--- src/rtl/pipeline_controller.sv ---
// Pipeline hazard controller: generates stall/flush controls for a 5-stage pipe,
// sequences multi-cycle EX ops (mul/div), and counts front-end stall cycles.
module pipeline_controller (
  input  logic        clk,
  input  logic        reset,
  input  logic [4:0]  rs1_d,
  input  logic [4:0]  rs2_d,
  input  logic [4:0]  rd_e,
  input  logic        mem_read_e,
  input  logic        branch_taken_e,
  input  logic        mc_start_e,
  input  logic [3:0]  mc_cycles,
  input  logic        ext_stall,
  output logic        stall_f,
  output logic        stall_d,
  output logic        stall_e,
  output logic        flush_d,
  output logic        flush_e,
  output logic        flush_m,
  output logic        busy,
  output logic [31:0] stall_count
);

  typedef enum logic {IDLE, MC} state_t;

  state_t     state, state_nxt;
  logic [3:0] rem, rem_nxt;
  logic       load_use;
  logic       mc_go;

  assign load_use = mem_read_e && (rd_e != 5'd0) && ((rd_e == rs1_d) || (rd_e == rs2_d));
  // Ops of 0 or 1 cycles finish in a single EX slot and need no sequencing.
  assign mc_go    = mc_start_e && (mc_cycles >= 4'd2);

  // NOTE: sequential state uses non-blocking assignments so every register
  // samples the pre-edge values of the others, independent of statement order.
  always_ff @(posedge clk) begin
    if (reset) begin
      state       <= IDLE;
      rem         <= 4'd0;
      stall_count <= 32'd0;
    end else begin
      state <= state_nxt;
      rem   <= rem_nxt;
      if (stall_f) stall_count <= stall_count + 32'd1;
    end
  end

  // NOTE: every combinational output gets a default first, so no path through
  // the block leaves a variable unassigned and no latch is inferred.
  always_comb begin
    state_nxt = state;
    rem_nxt   = rem;
    if (!ext_stall) begin
      if (state == MC) begin
        rem_nxt = rem - 4'd1;
        if (rem == 4'd1) state_nxt = IDLE;
      end else if (mc_go && (mc_cycles != 4'd2)) begin
        // The start cycle is itself a stall cycle, hence the -2.
        state_nxt = MC;
        rem_nxt   = mc_cycles - 4'd2;
      end
    end
  end

  always_comb begin
    stall_f = 1'b0;
    stall_d = 1'b0;
    stall_e = 1'b0;
    flush_d = 1'b0;
    flush_e = 1'b0;
    flush_m = 1'b0;
    if (reset) begin
      flush_d = 1'b1;
      flush_e = 1'b1;
      flush_m = 1'b1;
    end else if (ext_stall) begin
      stall_f = 1'b1;
      stall_d = 1'b1;
      stall_e = 1'b1;
    end else if ((state == MC) || mc_go) begin
      // EX is occupied: freeze everything upstream and bubble into MEM.
      stall_f = 1'b1;
      stall_d = 1'b1;
      stall_e = 1'b1;
      flush_m = 1'b1;
    end else if (branch_taken_e) begin
      flush_d = 1'b1;
      flush_e = 1'b1;
    end else if (load_use) begin
      stall_f = 1'b1;
      stall_d = 1'b1;
      flush_e = 1'b1;
    end
  end

  assign busy = (state == MC);

endmodule

--- config.mk ---
export PLATFORM = sky130hd
export DESIGN_NAME = pipeline_controller
export DESIGN_NICKNAME = d
export VERILOG_FILES = /design/src/rtl/pipeline_controller.sv
export SDC_FILE = /design/constraint.sdc
export NUM_CORES = 1
export LEC_CHECK = 0
export BUFFER_PORTS_ARGS = -buffer_cell sky130_fd_sc_hd__buf_2
export CORE_MARGIN = 2
export CORE_UTILIZATION = 30
export CTS_CLUSTER_DIAMETER = 200
export CTS_CLUSTER_SIZE = 12
export DETAILED_ROUTE_END_ITERATION = 16
export HOLD_SLACK_MARGIN = 0.1
export SLEW_MARGIN = 5
export SYNTH_ARGS = -nofsm -noshare
export SYNTH_HDL_FRONTEND = slang
export SYNTH_SLANG_ARGS = --single-unit
--- constraint.sdc ---
create_clock -name clk -period 2.5 [get_ports clk]
set_input_delay 0.375 -clock clk [delete_from_list [all_inputs] [get_ports clk]]
set_output_delay 0.375 -clock clk [all_outputs]
set_load 0.01 [all_outputs]
==> run summary, run 1 <==
Placed Cells = 409
Rows = 30
Synth top area cells = dfxtp_1, or4_1, o31ai_1, a21oi_1, xor2_1
Worst R2R Path Depth = 6
First-pass detailed-route iteration total = 4
Tcrit/Tclk final = 0.874
Gpl congestion = 0.774
Antenna cells = 0
WL per Instance = 12.8 um
Cells after Synth = 259
Hold path depth = 3
Post-cts sizing count = 0
Die Footprint = 0.00781 mm^2
Reg-to-reg critical path startpoint = stall_count[5]$_SDFFE_PP0P_
Pwr/cell area = 461 mW/mm^2
Final #Nets = 349
First-pass GRT wire length = 8780 um
FF+latch area = 741 um^2
Total routed wirelength = 5340 um
Fillers = 740
FFs w/ async S/R, synth = 0
Post-synth EDFFs = 0
Reg clk slew, reported paths = 0.07 ns
Ys flop type = dfxtp_1
Dominant cell type by area after synthesis = dfxtp_1
Dominant cell by count in the synthesized netlist = dfxtp_1
IO buf count = 63
Initial antenna violation count = 0
P&R area growth vs syn = 23.2%
Clk sinks = 37
YS warnings = 0
Hold EP = rem[0]$_SDFFE_PP0P_
Max Cap Viol = 0
Vias in the first global route = 1925
Unique masters post-synth = 40
Antenna Violating Nets Remaining = 0
Yosys top cell area share = 0.347
Worst setup EP type = register
Drc violations = 0
Crit path max fanout = 7
Final Setup Violations = 0
Status = finished, final reports clean
Share of layout cells above drive strength 1 = 0.269
Fin Clk Skew = 0.00718 ns
Relative slew slack = 0.680
FMAX = 458 MHz
I/O pins = 64
Detailed-route vias per instance = 5.19
CTS buffer count = 5
Seq/Total Area, Yosys = 0.347
Hpwl dp = 3920 um
Post-CTS Setup Inserts = 0
Gr ovfl total = 0
Syn_nets = 288
HP Class = in -> reg
Htree depth = 2
RSZ-0062 raised after global routing = false
Clk Latency, worst-skew pair = 0.28 ns
Post-Syn Area = 0.00214 mm^2
P_leak = 1.01 nW
Worst setup SP type = register
Vias = 2161
VDD IR max = 217 uV
Post-cts hold buffer count = 0
TritonCTS clock tree = yes
Crit path DAT = 2.40 ns
Area of the multi-input gates = 0.00126 mm^2
Final Max Slew Viols = 0
DRT iter0 DRCs = 84
Post-Layout Cell Count = 416
Worst-Margin Slew = 0.479 ns
Die height = 88.4 um
Crit path kind = reg -> reg
Hold Slack = 0.443 ns
Largest net degree at the start of global routing = 27
Starting Density = 0.313
Commonest cells in the netlist = dfxtp_1, a21oi_1, or4_1, o31ai_1, nor2_1
Die Wd = 88.4 um
Reg2reg setup slack = 0.32 ns
Mapped Avg Cell Area = 8.25 um^2
FF-to-FF End = stall_count[31]$_SDFFE_PP0P_
Core area = 0.00683 mm^2
Min cycle time layout = 2.18 ns
Worst hold start = mc_cycles[0]
CTS max path bufs = 2
Worst Path Required = 2.72 ns
GR Util All Layers = 0.140
Synthesis-stage register bit count = 37
Setup TNS = 0 ns
Hold Fails Final Rpt = 0
CTS Root Cell = clkbuf_8
flip-flops by register name (all words and copies together), names as in the netlist:
register     count
stall_count     32
busy             1
rem              4
cell type report:
| cell class | instances | share of cell area |
|---|---|---|
| clock buffer | 7 | 0.0328 |
| inverter | 14 | 0.0200 |
| multi-input combinational | 193 | 0.479 |
| sequential | 37 | 0.281 |
| tap | 96 | 0.0456 |
| timing repair buffer | 69 | 0.142 |
worst max-delay path: stages (launching register included):
cell and delay, ns:
dfxtp_1 0.42, nand4_1 0.25, nor2_4 0.23, nand4_1 0.19, or4_1 0.46, or4_1 0.41
a21oi_1 0.15
how the worst max path moves through the flow:
stage | from | slack (ns) | cells past startpoint | to
floorplan | rd_e[3] | 0.28 | 8 | stall_f
global placement | rd_e[1] | 0.17 | 8 | stall_count[23]$_SDFFE_PP0P_
detailed placement | rd_e[1] | 0.14 | 8 | stall_count[30]$_SDFFE_PP0P_
CTS | stall_count[5]$_SDFFE_PP0P_ | 0.30 | 6 | stall_count[31]$_SDFFE_PP0P_
global route | stall_count[5]$_SDFFE_PP0P_ | 0.15 | 6 | stall_count[31]$_SDFFE_PP0P_
finish | stall_count[5]$_SDFFE_PP0P_ | 0.32 | 6 | stall_count[31]$_SDFFE_PP0P_
cell usage in the layout (no fill, tap or decap), types with 8 or more instances in the layout:
master / n
o31ai_1: 27
nor2_1: 17
nand2_1: 15
or4_1: 28
inv_1: 13
xor2_1: 11
a21oi_1: 33
nand3_1: 8
dfxtp_1: 37
buf_2: 63
cell families (layout without fill, tap and decap cells):
| family | Yosys count | in the layout | share of synthesized area |
|---|---|---|---|
| compound gates | 78 | 78 | 0.231 |
| xor+xnor | 12 | 12 | 0.0492 |
| fa+ha+maj | 4 | 4 | 0.0234 |
| buf+inv | 29 | 90 | 0.0638 |
| flops | 37 | 37 | 0.347 |
| mux | 4 | 4 | 0.0199 |
| simple gates | 95 | 95 | 0.266 |
stage by stage:
stage	setup WS, ns	total power, W	util	cell area (um^2)
floorplan	0.281	0.000740	-	2140
global placement	0.175	0.000803	0.373	2550
detailed placement	0.144	0.000804	0.373	2550
CTS	0.301	0.00123	0.385	2630
global route	0.150	0.00127	0.385	2630
finish	0.316	0.00121	0.385	2630
power by group:
group | leakage (nW) | internal, W | switching [W]
clock | 0.0443 | 0.000219 | 0.000203
sequential | 0.299 | 0.000601 | 0.0000181
combinational | 0.664 | 0.0000753 | 0.0000956
total | 1.01 | 0.000896 | 0.000317
metal layers:
layer / routed length (um) / track usage / vias to the layer above / share of wire
met2: 2520 / 0.231 / 45 / 0.47
met5: 0 / 0 / - / 0
met1: 2540 / 0.184 / 1009 / 0.48
met4: 67 / 0.0413 / 0 / 0.013
li1: - / - / 1101 / -
met3: 207 / 0.0289 / 6 / 0.039
No activity file was read; power rests on OpenSTA's default activity.
==> run 2: changes to the inputs <==
--- a/config.mk
+++ b/config.mk
@@ -9,9 +9,9 @@
 export CORE_MARGIN = 2
 export CORE_UTILIZATION = 30
 export CTS_CLUSTER_DIAMETER = 200
-export CTS_CLUSTER_SIZE = 12
 export DETAILED_ROUTE_END_ITERATION = 16
 export HOLD_SLACK_MARGIN = 0.1
+export SETUP_SLACK_MARGIN = 0.5
 export SLEW_MARGIN = 5
 export SYNTH_ARGS = -nofsm -noshare
 export SYNTH_HDL_FRONTEND = slang
==> run 2 against run 1 <==
Effect of this change:
- critical endpoint is now stall_count[30]$_SDFFE_PP0P_
- routed wire length is 14% higher
- setup slack better by 0.066 ns
- largest power group unchanged
- critical path depth is 1 higher
- total power is 4.3% higher
- combinational power is 26% higher
- clock power is 4% higher
- via count is 3.9% higher
- first-iteration DRC count is 27% higher
- maximum frequency is 3.1% higher
- clock skew is 0.0044 ns higher
- final cell count is 3.8% higher
==> run summary, run 2 (same netlist as run 1, synthesis figures left out) <==
Die Wd = 88.4 um
Initial antenna violation count = 0
Worst Path Required = 2.71 ns
Relative slew slack = 0.686
CTS max path bufs = 2
Max incr delay on CP = 0.43 ns
Crit path kind = reg -> reg
Worst setup EP type = register
Buf/Inv on CP = 1
Hold Fails Final Rpt = 0
Area of the multi-input gates = 0.00141 mm^2
M1 GR Usage = 0.203
Reg2reg setup slack = 0.38 ns
Antenna cells = 0
First-pass detailed-route iteration total = 4
Reg clk slew, reported paths = 0.08 ns
Most crowded layer after global routing = met2
Crit path max fanout = 4
Cells along the critical path = and4_1 > and3_4 > nand4_1 > buf_4 > or3_4 > or4_4 > a21oi_2
Critical Path Start = stall_count[15]$_SDFFE_PP0P_
Final Max Slew Viols = 0
Sw Ratio = 0.282
Vias in the first global route = 2050
Core area = 0.00683 mm^2
P&R area growth vs syn = 39.3%
Starting Density = 0.313
Max reg flops = 32
Setup TNS = 0 ns
Dpl ws = 0.131 ns
Antenna Violating Nets Remaining = 0
Grt met3 use = 0.0336
CTS buffer count = 5
Max Cap Viol = 0
Net Switching = 0.000357 W
IO buf count = 63
GR Util All Layers = 0.154
Status = finished, final reports clean
Rows = 30
Clk Latency, worst-skew pair = 0.29 ns
VDD IR max = 276 uV
Most frequent cells in the layout = buf_2, a21oi_1, o31ai_1
Die height = 88.4 um
Largest net degree at the start of global routing = 32
P_leak = 1.14 nW
CP max stage cell = or4_4
TritonCTS clock tree = yes
DRT iter0 DRCs = 107
Tcrit/Tclk final = 0.848
Htree depth = 2
Pwr/cell area = 425 mW/mm^2
Setup WS post-layout = 0.381 ns
Min cycle time layout = 2.12 ns
Final Setup Violations = 0
Internal power = 0.000908 W
First-pass GRT wire length = 9590 um
Fin Clk Skew = 0.0116 ns
FMAX = 472 MHz
Final #Nets = 365
CTS Root Cell = clkbuf_8
Gpl congestion = 0.773
Combinational Power Share = 0.170
Worst hold start = mc_cycles[0]
Die Footprint = 0.00781 mm^2
Worst-Margin Slew = 0.471 ns
HP Class = in -> reg
Clk sinks = 37
Hpwl dp = 3790 um
WL per Instance = 14.1 um
Most common cell after layout, fill and taps aside = buf_2
Seq pwr share = 0.483
Fillers = 712
Clk network pwr share = 0.348
Largest Register = stall_count
Reg-to-reg critical path startpoint = stall_count[15]$_SDFFE_PP0P_
Met2 Use GR = 0.252
I/O pins = 64
Detailed-route vias per instance = 5.20
RSZ-0062 raised after global routing = true
Vias = 2245
CP top delay family = simple AND/OR/NAND/NOR gates
Hold Slack = 0.442 ns
Share of layout cells above drive strength 1 = 0.423
Gr ovfl total = 0
Total routed wirelength = 6090 um
Crit path DAT = 2.33 ns
Worst setup SP type = register
Drc violations = 0
FF+latch area = 786 um^2
## run 2: changes by cell type in the layout (fill, tap and decap cells not counted), sizes merged
| cell | delta |
|---|---|
| buf | +13 |
| clkinvlp | +1 |
| o31a | +2 |
## run 2: cell type report
type	instances	area share
Sequential cell	37	0.264
Timing Repair Buffer	83	0.176
Clock buffer	6	0.0277
Multi-Input combinational cell	195	0.472
Clock inverter	1	0.00252
Tap cell	96	0.0403
Inverter	14	0.0176
## run 2: routing by layer
layer  vias to the layer above  wire, um
met5                         -         0
met4                         0        78
met3                        10       286
met2                        42      2940
met1                      1062      2790
li1                       1131         -
## run 2: repair_timing
item	CTS	global route
endpoints found under the setup margin	25	30
gates cloned	2	1
pin swaps	7	22
hold buffers	0	0
setup buffers	6	11
gates resized for setup	27	34
hold endpoints to repair	0	0
## run 2: power by group through the flow
stage / clock network (W) / registers, W / logic, W
2_1_floorplan: 0 / 0.000629 / 0.000115
6_report: 0.000440 / 0.000610 / 0.000215
3_5_place_dp: 0 / 0.000631 / 0.000164
3_3_place_gp: 0 / 0.000631 / 0.000162
5_1_grt: 0.000468 / 0.000613 / 0.000237
4_1_cts: 0.000446 / 0.000614 / 0.000185
## run 2: path summary, 6_finish.rpt
path         depth (start not counted)                      endpoint
max                                  7  stall_count[30]$_SDFFE_PP0P_
min                                  3           rem[0]$_SDFFE_PP0P_
max reg2reg                          7  stall_count[30]$_SDFFE_PP0P_
min reg2reg                          2  stall_count[21]$_SDFFE_PP0P_
## run 2: metrics by stage
| stage | cells | cell area [um^2] | total power, W | utilization |
|---|---|---|---|---|
| 4_1_cts | 420 | 2740 | 0.00125 | 0.400 |
| 3_5_place_dp | 405 | 2510 | 0.000796 | 0.368 |
| 5_1_grt | 432 | 2980 | 0.00132 | 0.436 |
| 3_3_place_gp | 405 | 2510 | 0.000793 | 0.368 |
| 2_1_floorplan | 259 | 2150 | 0.000744 | - |
| 6_report | 432 | 2980 | 0.00126 | 0.436 |
## run 2: tightest hold or removal path, cell delays in order
cell      delay [ns]
buf_2           0.11
mux2i_1         0.12
a211oi_1        0.08
==> run 3: changes to the inputs <==
==> constraint.sdc (replaced) <==
create_clock -name clk -period 2.15 [get_ports clk]
set_input_delay 0.3225 -clock clk [delete_from_list [all_inputs] [get_ports clk]]
set_output_delay 0.3225 -clock clk [all_outputs]
set_load 0.01 [all_outputs]
==> run 3 against run 2 <==
Effect of this change:
- clock power grew 45%
- design area increased by 14%
- combinational power up 44%
- via count up 8.5%
- die area unchanged
- non-clock buffer count increased by 30
- utilization increased by 6.1 points
- critical endpoint is now stall_count[31]$_SDFFE_PP0P_
==> run summary, run 3 (same netlist as run 1, synthesis figures left out) <==
I/O pins = 64
Initial antenna violation count = 0
CP Capture Point = stall_count[31]$_SDFFE_PP0P_
Max Cap Viol = 0
Antenna cells = 0
Share of layout cells above drive strength 1 = 0.501
Clk Latency, worst-skew pair = 0.30 ns
Most crowded layer after global routing = met2
TritonCTS clock tree = yes
Grt met3 use = 0.0401
FF-to-FF End = stall_count[31]$_SDFFE_PP0P_
Starting Density = 0.313
CTS buffer count = 5
Dpl cell area = 0.00268 mm^2
Dpl ws = -0.0717 ns
Max reg flops = 32
Tcrit/Tclk final = 0.957
Antenna Violating Nets Remaining = 0
Die height = 88.4 um
Fin Clk Skew = 0.0111 ns
Drc violations = 0
Crit path DAT = 2.29 ns
Post-Layout Cell Count = 461
Die Footprint = 0.00781 mm^2
Reg2reg setup slack = 0.09 ns
Status = finished, final reports clean
Clk sinks = 37
Relative slew slack = 0.658
Crit path max fanout = 4
Reg-to-reg critical path startpoint = stall_count[13]$_SDFFE_PP0P_
Min cycle time layout = 2.06 ns
RSZ-0062 raised after global routing = true
Worst Path Required = 2.38 ns
Final Setup Violations = 0
WL per Instance = 14.1 um
Worst R2R Path Depth = 6
Crit-path most repeated cell = or4_1
Reg clk slew, reported paths = 0.07 ns
Final Max Slew Viols = 0
Htree depth = 2
Die Wd = 88.4 um
Setup TNS = 0 ns
CP max stage cell = or4_1
Hpwl dp = 4120 um
Most frequent cells in the layout = buf_2, buf_4, a21oi_1
Most common cell after layout, fill and taps aside = buf_2
Util after Layout = 0.497
M1 GR Usage = 0.200
HP Class = in -> reg
P_leak = 1.37 nW
Pwr/cell area = 489 mW/mm^2
Rows = 30
Largest net degree at the start of global routing = 24
CTS Root Cell = clkbuf_8
VDD IR max = 230 uV
FMAX = 486 MHz
GR Util All Layers = 0.164
Final #Nets = 393
Cells along the critical path = and4_4 > and3_4 > nand4_1 > or4_1 > or4_1 > a21oi_1
Gr ovfl total = 0
Largest Register = stall_count
Worst setup SP type = register
Detailed-route vias per instance = 5.28
Placed Cells = 421
Core area = 0.00683 mm^2
Vias in the first global route = 2216
DRT iter0 DRCs = 92
Worst-Margin Slew = 0.511 ns
Vias = 2435
Worst setup EP type = register
CTS max path bufs = 2
First-pass detailed-route iteration total = 4
IO buf count = 63
Max incr delay on CP = 0.48 ns
Total routed wirelength = 6510 um
Met2 Use GR = 0.285
Setup WS post-layout = 0.0922 ns
Fillers = 668
Crit path kind = reg -> reg
Gpl congestion = 0.762
Critical Path Start = stall_count[13]$_SDFFE_PP0P_
Cell area after layout = 0.00339 mm^2
P&R area growth vs syn = 58.7%
Hold Fails Final Rpt = 0
First-pass GRT wire length = 10200 um
run 3: changes by cell type in the layout (fill, tap and decap cells not counted), sizes merged:
cell	delta
bufbuf	+1
o31a	-2
clkinvlp	-1
buf	+30
bufinv	+1
run 3: worst min-delay path by stage:
stage	depth (start not counted)	slack (ns)	from	end
floorplan	2	0.46	rem[1]$_SDFFE_PP0P_	rem[1]$_SDFFE_PP0P_
detailed placement	2	0.48	stall_count[31]$_SDFFE_PP0P_	stall_count[31]$_SDFFE_PP0P_
global placement	2	0.47	stall_count[31]$_SDFFE_PP0P_	stall_count[31]$_SDFFE_PP0P_
global route	3	0.45	mc_cycles[0]	rem[0]$_SDFFE_PP0P_
finish	3	0.39	mc_cycles[0]	rem[0]$_SDFFE_PP0P_
CTS	3	0.39	mc_cycles[0]	rem[0]$_SDFFE_PP0P_
run 3: stage by stage:
| step | hold slack (ns) | total power, W |
|---|---|---|
| 2_1_floorplan | 0.464 | 0.000866 |
| 3_3_place_gp | 0.469 | 0.000947 |
| 3_5_place_dp | 0.477 | 0.000950 |
| 4_1_cts | 0.390 | 0.00164 |
| 5_1_grt | 0.452 | 0.00172 |
| 6_report | 0.390 | 0.00166 |
run 3: cell type report:
cell class	count	area, um^2	share of cell area
repair buffers	113	860	0.253
multi-input cells	193	1470	0.434
inverters	14	52.6	0.0155
clock inverters	1	30.0	0.00885
well taps	96	120	0.0354
clock buffers	7	86.3	0.0255
flip-flops and latches	37	772	0.228
run 3: timing repair:
action / CTS / global route
pin swaps: 50 / 18
gates cloned: 2 / 0
hold buffers: 0 / 0
buffers inserted: 21 / 9
endpoints found under the setup margin: 34 / 34
resized for setup: 46 / 31
run 3: worst max-delay path: cells and delay by family (launching register included):
family | cells | cell delay (ns)
AND/OR/NAND/NOR | 5 | 1.51
AO/OA/AOI/OAI | 1 | 0.14
flip-flops | 1 | 0.35
run 3: per-layer routing:
| metal | part of all wire | routed length, um | vias to the layer above |
|---|---|---|---|
| li1 | - | - | 1187 |
| met1 | 0.45 | 2940 | 1187 |
| met2 | 0.50 | 3230 | 50 |
| met3 | 0.041 | 264 | 11 |
| met4 | 0.013 | 87 | 0 |
| met5 | 0 | 0 | - |
run 3: power breakdown:
part	internal (W)	switching [W]	leakage, nW
combinational	0.000163	0.000147	1.01
sequential	0.000693	0.0000162	0.308
clock	0.000379	0.000261	0.0585
total	0.00123	0.000425	1.37
